### src/rtl/serial_master_arbiter.sv
// rtl/serial_master_arbiter.sv - round-robin arbiter sharing one serial master engine among N_REQ requesters
module serial_master_arbiter #(
  parameter int N_REQ   = 3,
  parameter int DW      = 8,
  parameter int TIMEOUT = 4095
) (
  input  logic                i_clk,
  input  logic                i_rst_n,
  input  logic [N_REQ-1:0]    i_req,
  input  logic [N_REQ*DW-1:0] i_wdata,
  output logic [N_REQ-1:0]    o_gnt,
  output logic [N_REQ-1:0]    o_done,
  output logic [DW-1:0]       o_rdata,
  output logic                o_err,
  output logic                o_start,
  output logic [DW-1:0]       o_tx_data,
  input  logic                i_busy,
  input  logic                i_done,
  input  logic [DW-1:0]       i_rx_data
);

  localparam int IW = $clog2(N_REQ);
  localparam int CW = $clog2(TIMEOUT + 1);

  typedef enum logic [1:0] {IDLE, GRANT, WAIT, DONE} state_t;

  state_t             state_q, state_d;
  logic [IW-1:0]      ptr_q, ptr_d;
  logic [IW-1:0]      win_q, win_d;
  logic [CW-1:0]      cnt_q, cnt_d;
  logic [N_REQ-1:0]   gnt_q, gnt_d;
  logic [N_REQ-1:0]   done_q, done_d;
  logic [DW-1:0]      rdata_q, rdata_d;
  logic               err_q, err_d;
  logic               start_q, start_d;
  logic [DW-1:0]      tx_q, tx_d;

  logic               hi_found;
  logic [IW-1:0]      hi_idx, lo_idx, pick;
  logic [N_REQ-1:0]   sel_gnt;
  logic [DW-1:0]      sel_data;

  // Requesters above the pointer win over those at or below it; lowest index first within each half.
  always_comb begin
    hi_found = 1'b0;
    hi_idx   = '0;
    lo_idx   = '0;
    sel_gnt  = '0;
    sel_data = '0;
    for (int i = N_REQ - 1; i >= 0; i--) begin
      if (i_req[i]) begin
        if (i > int'(ptr_q)) begin
          hi_found = 1'b1;
          hi_idx   = IW'(i);
        end else begin
          lo_idx = IW'(i);
        end
      end
    end
    pick = hi_found ? hi_idx : lo_idx;
    for (int i = 0; i < N_REQ; i++) begin
      if (IW'(i) == pick) begin
        sel_gnt[i] = 1'b1;
        sel_data   = i_wdata[i*DW +: DW];
      end
    end
  end

  always_comb begin
    state_d = state_q;
    ptr_d   = ptr_q;
    win_d   = win_q;
    cnt_d   = cnt_q;
    gnt_d   = gnt_q;
    done_d  = '0;
    rdata_d = rdata_q;
    err_d   = err_q;
    start_d = 1'b0;
    tx_d    = tx_q;
    case (state_q)
      IDLE: begin
        if (|i_req) begin
          gnt_d   = sel_gnt;
          tx_d    = sel_data;
          win_d   = pick;
          state_d = GRANT;
        end
      end
      GRANT: begin
        if (!i_busy) begin
          start_d = 1'b1;
          cnt_d   = '0;
          state_d = WAIT;
        end
      end
      WAIT: begin
        if (i_done) begin
          rdata_d = i_rx_data;
          err_d   = 1'b0;
          done_d  = gnt_q;
          state_d = DONE;
        end else if (cnt_q == CW'(TIMEOUT - 1)) begin
          rdata_d = '0;
          err_d   = 1'b1;
          done_d  = gnt_q;
          state_d = DONE;
        end else begin
          cnt_d = cnt_q + CW'(1);
        end
      end
      DONE: begin
        ptr_d   = win_q;
        gnt_d   = '0;
        rdata_d = '0;
        err_d   = 1'b0;
        state_d = IDLE;
      end
      default: state_d = IDLE;
    endcase
  end

  always_ff @(posedge i_clk or negedge i_rst_n) begin
    if (!i_rst_n) begin
      state_q <= IDLE;
      ptr_q   <= IW'(N_REQ - 1);
      win_q   <= '0;
      cnt_q   <= '0;
      gnt_q   <= '0;
      done_q  <= '0;
      rdata_q <= '0;
      err_q   <= 1'b0;
      start_q <= 1'b0;
      tx_q    <= '0;
    end else begin
      state_q <= state_d;
      ptr_q   <= ptr_d;
      win_q   <= win_d;
      cnt_q   <= cnt_d;
      gnt_q   <= gnt_d;
      done_q  <= done_d;
      rdata_q <= rdata_d;
      err_q   <= err_d;
      start_q <= start_d;
      tx_q    <= tx_d;
    end
  end

  assign o_gnt     = gnt_q;
  assign o_done    = done_q;
  assign o_rdata   = rdata_q;
  assign o_err     = err_q;
  assign o_start   = start_q;
  assign o_tx_data = tx_q;

endmodule

### config.mk
export PLATFORM = sky130hd
export DESIGN_NAME = serial_master_arbiter
export DESIGN_NICKNAME = d
export VERILOG_FILES = /design/src/rtl/serial_master_arbiter.sv
export SDC_FILE = /design/constraint.sdc
export NUM_CORES = 1
export LEC_CHECK = 0
export CORE_ASPECT_RATIO = 1.4
export CORE_UTILIZATION = 45
export DETAILED_ROUTE_END_ITERATION = 8
export PLACE_DENSITY = 0.76
export SLEW_MARGIN = 5
export SYNTH_ARGS = -nofsm -noshare
export SYNTH_HDL_FRONTEND = slang
export SYNTH_SLANG_ARGS = --single-unit
### constraint.sdc
create_clock -name i_clk -period 2.6 [get_ports i_clk]
set_clock_uncertainty 0.15 [all_clocks]
set_input_delay 0.78 -clock i_clk [delete_from_list [all_inputs] [get_ports i_clk]]
set_output_delay 0.78 -clock i_clk [all_outputs]
set_load 0.03 [all_outputs]
==> metrics.log, run 1 <==
[metrics] result of the run: complete, no violations
[metrics] final wirelength: 5630 µm
[metrics] Placed Instance Area: 0.00307 mm²
[metrics] sequential fraction of design power: 33.6%
[metrics] worst min path class: primary input to async pin
[metrics] Area Overhead vs Synth: 43.3%
[metrics] cell count of the worst reg-to-reg path: 6
[metrics] met2 layer wire length in the routed design: around 3200 µm
[metrics] mean instance size in the synthesized netlist: 9.37 µm²
[metrics] leading cell type in the layout, fill and taps excluded: sky130_fd_sc_hd__clkdlybuf4s50_1
[metrics] number of setup violations in the final report: 0
[metrics] actual transition at the worst max-transition pin: 0.726 ns
[metrics] Hold Vio Cnt, Final: 0
[metrics] overflow left after global routing: 0
[metrics] area of the placeable core: a little under 0.005 mm²
[metrics] global placement routability congestion: 0.901
[metrics] CP Class: primary input to register
[metrics] pin count of the biggest net entering global routing: 21
[metrics] most area-consuming cells after synthesis: sky130_fd_sc_hd__dfrtp_1 (46%), sky130_fd_sc_hd__nand2_1 (4.7%), sky130_fd_sc_hd__o21ai_0 (4.2%)
[metrics] vias in the first global route: roughly 2200
[metrics] drt wl/cell: 14.6 µm
[metrics] maximum root-to-sink buffer count: 2
[metrics] violation count after the first detailed-route iteration: around 140
[metrics] Met3 Routed Length: 194 µm
[metrics] xor-xnor portion of the synthesized cell area: 0%
[metrics] number of buffers created by CTS: 5
[metrics] clock root buffer: sky130_fd_sc_hd__clkbuf_8
[metrics] power density over cell area: 982 mW/mm²
[metrics] overall track demand over capacity in global routing: approximately a quarter
[metrics] remaining design rule violation count: 0
[metrics] WP buf/inv: 1
[metrics] share of power burned in the clock network: ~16%
[metrics] top flip-flop cell by instance count after synthesis: sky130_fd_sc_hd__dfrtp_1
[metrics] top routing layer used: met4
[metrics] compound-gate portion of the synthesized area: between 10% and 20%
[metrics] setup slack, reg-to-reg: 0.27 ns
[metrics] Final period util: between 90% and 100%
[metrics] clock insertion delay at the later pin of the skew report: between 0.2 and 0.3 ns
[metrics] Gate Count Post-Synth: 239
[metrics] required time worst endpoint: 2.68 ns
[metrics] flip-flop and latch count after synthesis: 42
[metrics] Net Count, Synth: approximately 290
[metrics] hold buffer count at cts: 0
[metrics] die boundary width: about 60 µm
[metrics] Starting Density: roughly 47%
[metrics] Int Pwr: about 0.0019 W
[metrics] number of I/O port buffers: 62
[metrics] Final Power: about 0.0032 W
[metrics] proportion of layout cells with a drive suffix above 1: approximately 14%
[metrics] max-cap check violation count: 0
[metrics] Critical Path Max Stage Delay: 0.58 ns
[metrics] final antenna diode count: 0
[metrics] highest net fanout along the worst path: 8
[metrics] Avg Vias per Cell: ~5.4
[metrics] cell chain of the critical path: clkdlybuf4s50_1, and2_4, or4b_4, or4_4, a21oi_2
[metrics] antenna violations before repair: 0
[metrics] nature of the critical path endpoint: register
[metrics] area fraction in and, or, nand and nor cells after synthesis: roughly a quarter
[metrics] net switching power of the design: ~0.0013 W
[metrics] Critical Path Source Type: primary input
[metrics] level count of the clock H-tree: 2
[metrics] M1 wire length: about 2200 µm
[metrics] DP Wirelength: approximately 4300 µm
[metrics] tightest slew margin relative to the limit: slightly above 50%
[metrics] multiplexer fraction of the synthesized cell area: slightly above 2%
[metrics] post-synth top area cell: sky130_fd_sc_hd__dfrtp_1
[metrics] area of the die: roughly 0.0053 mm²
[metrics] Reg2Reg Capture Point: cnt_q[4]
[metrics] Reg clk slew, reported paths: 0.08 ns
[metrics] number of sinks driven by the clock tree: 42
[metrics] post-route antenna net violation count: 0
[metrics] category of cells accounting for the largest share of critical-path delay: simple AND/OR/NAND/NOR gates
[metrics] slowest library cell on the worst path: sky130_fd_sc_hd__or4b_4
[metrics] number of ports placed on the die boundary: 63
[metrics] Leak: roughly 1.4 nW
[metrics] final number of max-transition violations: 0
[metrics] num rows: 30
[metrics] number of unique standard cell types used by synthesis: 37
[metrics] arithmetic-cell share of the synthesized area counting full adders, half adders and majority gates: between 3 and 4%
[metrics] proportion of netlist area held by the largest area contributor: a little under half
[metrics] Post-Synthesis Cell Area: between 0.002 and 0.0025 mm²
[metrics] share of synthesized flip-flops with an asynchronous set or reset: between 90% and 100%
[metrics] EDFF count, synth: 0
[metrics] Final Critical Period: 2.57 ns
[metrics] commonest cells after routing, fill and taps aside: sky130_fd_sc_hd__clkdlybuf4s50_1 (61), sky130_fd_sc_hd__dfrtp_1 (41), sky130_fd_sc_hd__nand2_1 (28), sky130_fd_sc_hd__buf_4 (25), sky130_fd_sc_hd__o21ai_0 (19)
[metrics] sequential element share of the synthesized area: ~47%
[metrics] number of warnings reported in the yosys synthesis log: 0
[metrics] Layout Nets: between 300 and 400
[metrics] Max Freq: around 390 MHz
[metrics] CTS tree: yes
[metrics] Worst EP arrival: 2.65 ns
[metrics] source of the worst register-to-register timing path: state_q[0]
[metrics] share of total power consumed by net switching: between 40% and 50%
[metrics] via count of the routed design: between 2000 and 2500
[metrics] global-route wire length before repair: about 9500 µm
[metrics] Die Y-Extent: between 80 and 90 µm
[metrics] combinational power share: between 50 and 60%
[metrics] worst vdd rail ir drop: slightly above 0.6 mV
[metrics] Final Cell Area: 0.00321 mm²
[metrics] first-pass iteration count of the detailed router: 4
[metrics] largest family of logic cells by synthesized area: simple AND/OR/NAND/NOR gates
[logic make-up after synthesis]
kind of cell / Yosys count
buf+inv: 22
fa+ha+maj: 7
simple gates: 98
mux: 4
compound gates: 66
flops: 42
[flip-flops by register name, summed over array words and instances (netlist names)]
name	count
o_done	3
o_err	1
o_tx_data	8
o_start	1
cnt_q	12
state_q	2
o_gnt	3
win_q	2
ptr_q	2
o_rdata	8
[stage by stage]
step / setup WS (ns) / hold WS (ns) / instances / utilization, % / setup TNS (ns)
global route: -0.00697 / 0.300 / 386 / 66.8 / -0.00801
CTS: 0.00159 / 0.282 / 384 / 66.2 / 0
detailed placement: -0.326 / 0.315 / 376 / 63.9 / -2.52
global placement: -0.298 / 0.308 / 376 / 63.9 / -2.23
finish: 0.0272 / 0.272 / 386 / 66.8 / 0
floorplan: 0.158 / 0.294 / 239 / - / 0
[how the worst max path moves through the flow]
stage                     startpoint  endpoint  slack [ns]  cells after the start
final                         i_done  cnt_q[4]        0.03                      5
after global routing          i_busy  cnt_q[7]      -0.007                      6
after floorplan               i_busy  cnt_q[4]        0.16                      5
after CTS                     i_busy  cnt_q[3]       0.002                      5
after global placement        i_busy  cnt_q[4]       -0.30                      5
after detailed placement      i_busy  cnt_q[4]       -0.33                      5
[worst reg2reg max path, stage by stage (launching register included)]
cell and delay [ns]:
sky130_fd_sc_hd__dfrtp_1 0.41, sky130_fd_sc_hd__inv_1 0.10, sky130_fd_sc_hd__ha_1 0.23, sky130_fd_sc_hd__and2_4 0.15, sky130_fd_sc_hd__or4b_4 0.58, sky130_fd_sc_hd__or4_4 0.51, sky130_fd_sc_hd__a21oi_2 0.14
[routing by layer]
| metal | vias to the layer above | GRT usage [%] |
|---|---|---|
| met5 | - | 0 |
| li1 | 1021 | - |
| met4 | 0 | 8.69 |
| met3 | 9 | 4.57 |
| met2 | 55 | 44.4 |
| met1 | 996 | 26.2 |
[what timing repair did]
item | 4_1_cts | 5_1_grt
endpoints found under the setup margin | 1 | 7
buffers inserted | 0 | 2
pin swaps | 0 | 1
gates resized for setup | 1 | 3
[synthesized netlist by cell type, types with 2 or more instances]
master,number
sky130_fd_sc_hd__and2_1,4
sky130_fd_sc_hd__and3b_1,7
sky130_fd_sc_hd__dfrtp_1,41
sky130_fd_sc_hd__ha_1,7
sky130_fd_sc_hd__mux2_2,4
sky130_fd_sc_hd__nor2_1,18
sky130_fd_sc_hd__a2bb2oi_1,3
sky130_fd_sc_hd__o41ai_1,10
sky130_fd_sc_hd__buf_2,3
sky130_fd_sc_hd__nand4_1,2
sky130_fd_sc_hd__o21ai_0,19
sky130_fd_sc_hd__or4_1,8
sky130_fd_sc_hd__nor2b_1,14
sky130_fd_sc_hd__clkbuf_1,7
sky130_fd_sc_hd__nor4_1,3
sky130_fd_sc_hd__o31ai_1,8
sky130_fd_sc_hd__buf_1,2
sky130_fd_sc_hd__nand2b_1,4
sky130_fd_sc_hd__nand2_1,28
sky130_fd_sc_hd__a21oi_1,16
sky130_fd_sc_hd__inv_1,9
sky130_fd_sc_hd__a22oi_1,2
sky130_fd_sc_hd__o21a_1,2
sky130_fd_sc_hd__or3_1,2
sky130_fd_sc_hd__nor3_1,2
sky130_fd_sc_hd__nand3_1,3
[power by group through the flow]
stage          Sequential [W]  Clock [W]  Combinational [W]
2_1_floorplan         0.00132          0           0.000675
3_3_place_gp          0.00106          0            0.00155
3_5_place_dp          0.00107          0            0.00159
4_1_cts               0.00106   0.000516            0.00159
5_1_grt               0.00109   0.000540            0.00173
6_report              0.00106   0.000506            0.00159
[cell type report]
cell class	count	area, µm²
Tap cell	64	80.1
Multi-Input combinational cell	175	1110
Timing Repair Buffer	88	823
Clock inverter	1	30.0
Fill cell	421	1600
Sequential cell	42	1050
Clock buffer	7	76.3
Inverter	9	33.8
Note: power is estimated with default switching activity, not from simulation.
==> run 2, diff against run 1 <==
Settings changed: CORE_MARGIN set to 1.5, CORE_UTILIZATION 45 to 43.
Clock period 2.6 ns to 2.1 ns, I/O delays scaled along.
==> metrics.log, run 2 (same netlist as run 1, synthesis figures left out) <==
[metrics] result of the run: complete, but fails checks
[metrics] violated checks: setup timing
[metrics] setup repair after global routing missed its margin: true
[metrics] area of the placeable core: ~0.0049 mm²
[metrics] CP Class: register to register
[metrics] Setup Total Neg Slack: -0.350 ns
[metrics] Die Y-Extent: about 90 µm
[metrics] Worst EP arrival: 2.24 ns
[metrics] Max Freq: around 450 MHz
[metrics] proportion of layout cells with a drive suffix above 1: roughly 28%
[metrics] final number of max-transition violations: 0
[metrics] overflow left after global routing: 0
[metrics] register bank with the most flops: cnt_q
[metrics] Layout Nets: about 390
[metrics] share of total power consumed by net switching: a little over two fifths
[metrics] Placed Instance Area: between 0.003 and 0.004 mm²
[metrics] post-route antenna net violation count: 0
[metrics] DP Wirelength: ~4300 µm
[metrics] number of buffers created by CTS: 5
[metrics] vias in the first global route: 2156
[metrics] number of setup violations in the final report: 6
[metrics] level count of the clock H-tree: 2
[metrics] final hold slack: 0.0384 ns
[metrics] sequential fraction of design power: 32.8%
[metrics] remaining design rule violation count: 0
[metrics] cell count of the worst reg-to-reg path: 7
[metrics] Area Overhead vs Synth: 55.2%
[metrics] num rows: 30
[metrics] commonest cells after routing, fill and taps aside: sky130_fd_sc_hd__dfrtp_1 (41), sky130_fd_sc_hd__buf_4 (39), sky130_fd_sc_hd__clkdlybuf4s50_1 (38), sky130_fd_sc_hd__nand2_1 (28), sky130_fd_sc_hd__dlygate4sd2_1 (22)
[metrics] setup slack, reg-to-reg: -0.11 ns
[metrics] required time worst endpoint: roughly 2.1 ns
[metrics] first-pass iteration count of the detailed router: 4
[metrics] number of sinks driven by the clock tree: 42
[metrics] worst setup slack after layout: -0.114 ns
[metrics] number of ports placed on the die boundary: 63
[metrics] die boundary width: between 60 and 70 µm
[metrics] global placement routability congestion: about 0.90
[metrics] Leak: 1.58 nW
[metrics] violation count after the first detailed-route iteration: roughly 130
[metrics] worst vdd rail ir drop: a little under 0.7 mV
[metrics] via count of the routed design: 2156
[metrics] max-cap check violation count: 0
[metrics] highest net fanout along the worst path: 8
[metrics] final wirelength: between 6000 and 7000 µm
[metrics] Final Critical Period: between 2 and 2.5 ns
[metrics] maximum root-to-sink buffer count: 2
[metrics] area of the die: approximately 0.0057 mm²
[metrics] flip-flop count of the largest register after layout: 12
[metrics] global-route wire length before repair: 9600 µm
[metrics] Final Cell Area: ~0.0035 mm²
[metrics] drt wl/cell: roughly 15 µm
[metrics] Final period util: 105%
[metrics] nature of the critical path endpoint: register
[metrics] antenna violations before repair: 0
[metrics] actual transition at the worst max-transition pin: 0.413 ns
[metrics] CTS tree: yes
[metrics] net switching power of the design: 0.00170 W
[metrics] leading cell type in the layout, fill and taps excluded: sky130_fd_sc_hd__dfrtp_1
[metrics] Avg Vias per Cell: between 5 and 6
[metrics] cell chain of the critical path: inv_2, ha_4, and2_4, or4_4, buf_6, o31ai_1, a21oi_2
[metrics] Reg clk slew, reported paths: approximately 0.090 ns
[metrics] post-place setup slack: -0.715 ns
[metrics] number of I/O port buffers: 62
[metrics] Critical Path Max Stage Delay: approximately 0.54 ns
[metrics] clock insertion delay at the later pin of the skew report: about 0.30 ns
[metrics] clock root buffer: sky130_fd_sc_hd__clkbuf_8
[metrics] combinational power share: approximately 54%
[metrics] tightest slew margin relative to the limit: between 70% and 80%
[metrics] Post-Route Utilization: between 70% and 80%
[metrics] Critical Path Source Type: register
[metrics] overall track demand over capacity in global routing: a little over a fifth
[metrics] power density over cell area: roughly 1200 mW/mm²
[metrics] pin count of the biggest net entering global routing: 33
[metrics] share of power burned in the clock network: a little over an eighth
[metrics] Int Pwr: approximately 0.0023 W
[metrics] Hold Vio Cnt, Final: 0
[metrics] final antenna diode count: 0
[metrics] hold buffer count at cts: 0
[metrics] Starting Density: between 40% and 50%
[metrics] worst min path class: primary input to async pin
[metrics] slowest library cell on the worst path: sky130_fd_sc_hd__or4_4
==> run 2: changes by cell type in the layout (fill, tap and decap cells not counted), sizes merged <==
cell and delta:
buf +19, bufinv -1, clkinvlp +1, clkinv +2, dlygate4sd2 +22, clkdlybuf4s50 -23, dlymetal6s2s +1, clkbuf -2
==> run 2: worst max-delay path, delay by kind of cell, from the launching register on <==
kind | cells | cell delay, ns
adders and majority gates | 1 | 0.17
and+or+nand+nor | 2 | 0.68
buffers and inverters | 2 | 0.22
AOI/OAI and AO/OA | 2 | 0.46
DFF | 1 | 0.40
==> run 2: per-layer routing <==
metal / track usage, % / part of all wire [%]
met5: 0 / 0
met2: 40.0 / 55
met1: 23.6 / 39
met3: 6.11 / 5.1
met4: 6.92 / 1.2
==> run 2: through the flow <==
stage,instances,power [W]
final,405,0.00400
after global routing,405,0.00426
after CTS,402,0.00391
after detailed placement,388,0.00342
after global placement,388,0.00336
after floorplan,239,0.00249
==> run 2: timing repair <==
action | CTS | global route
resized for setup | 32 | 26
pin swaps | 8 | 6
endpoints found under the hold margin | 0 | 0
setup endpoints to repair | 38 | 17
gates cloned | 0 | 1
setup buffers | 6 | 2
==> run 2: final cells by class <==
cell class / instances / area (µm²)
multi-input combinational: 175 / 1260
sequential: 42 / 1050
fill: 406 / 1440
clock inverter: 3 / 21.3
clock buffer: 5 / 68.8
tap: 64 / 80.1
inverter: 9 / 33.8
timing repair buffer: 107 / 962
==> run 2: worst paths after layout <==
kind / from / end
min in group i_clk: win_q[0] / win_q[0]
setup / recovery: state_q[0] / cnt_q[9]
hold / removal: i_rst_n / cnt_q[4]
hold reg to reg: win_q[0] / win_q[0]
setup reg to reg: state_q[0] / cnt_q[9]
max in group asynchronous: i_rst_n / ptr_q[1]
==> run 2: power by group through the flow <==
| stage | Sequential [W] | Combinational, W | Clock, W |
|---|---|---|---|
| after floorplan | 0.00164 | 0.000857 | 0 |
| after detailed placement | 0.00132 | 0.00209 | 0 |
| after CTS | 0.00130 | 0.00206 | 0.000545 |
| after global placement | 0.00131 | 0.00205 | 0 |
| after global routing | 0.00135 | 0.00233 | 0.000576 |
| final | 0.00131 | 0.00215 | 0.000540 |
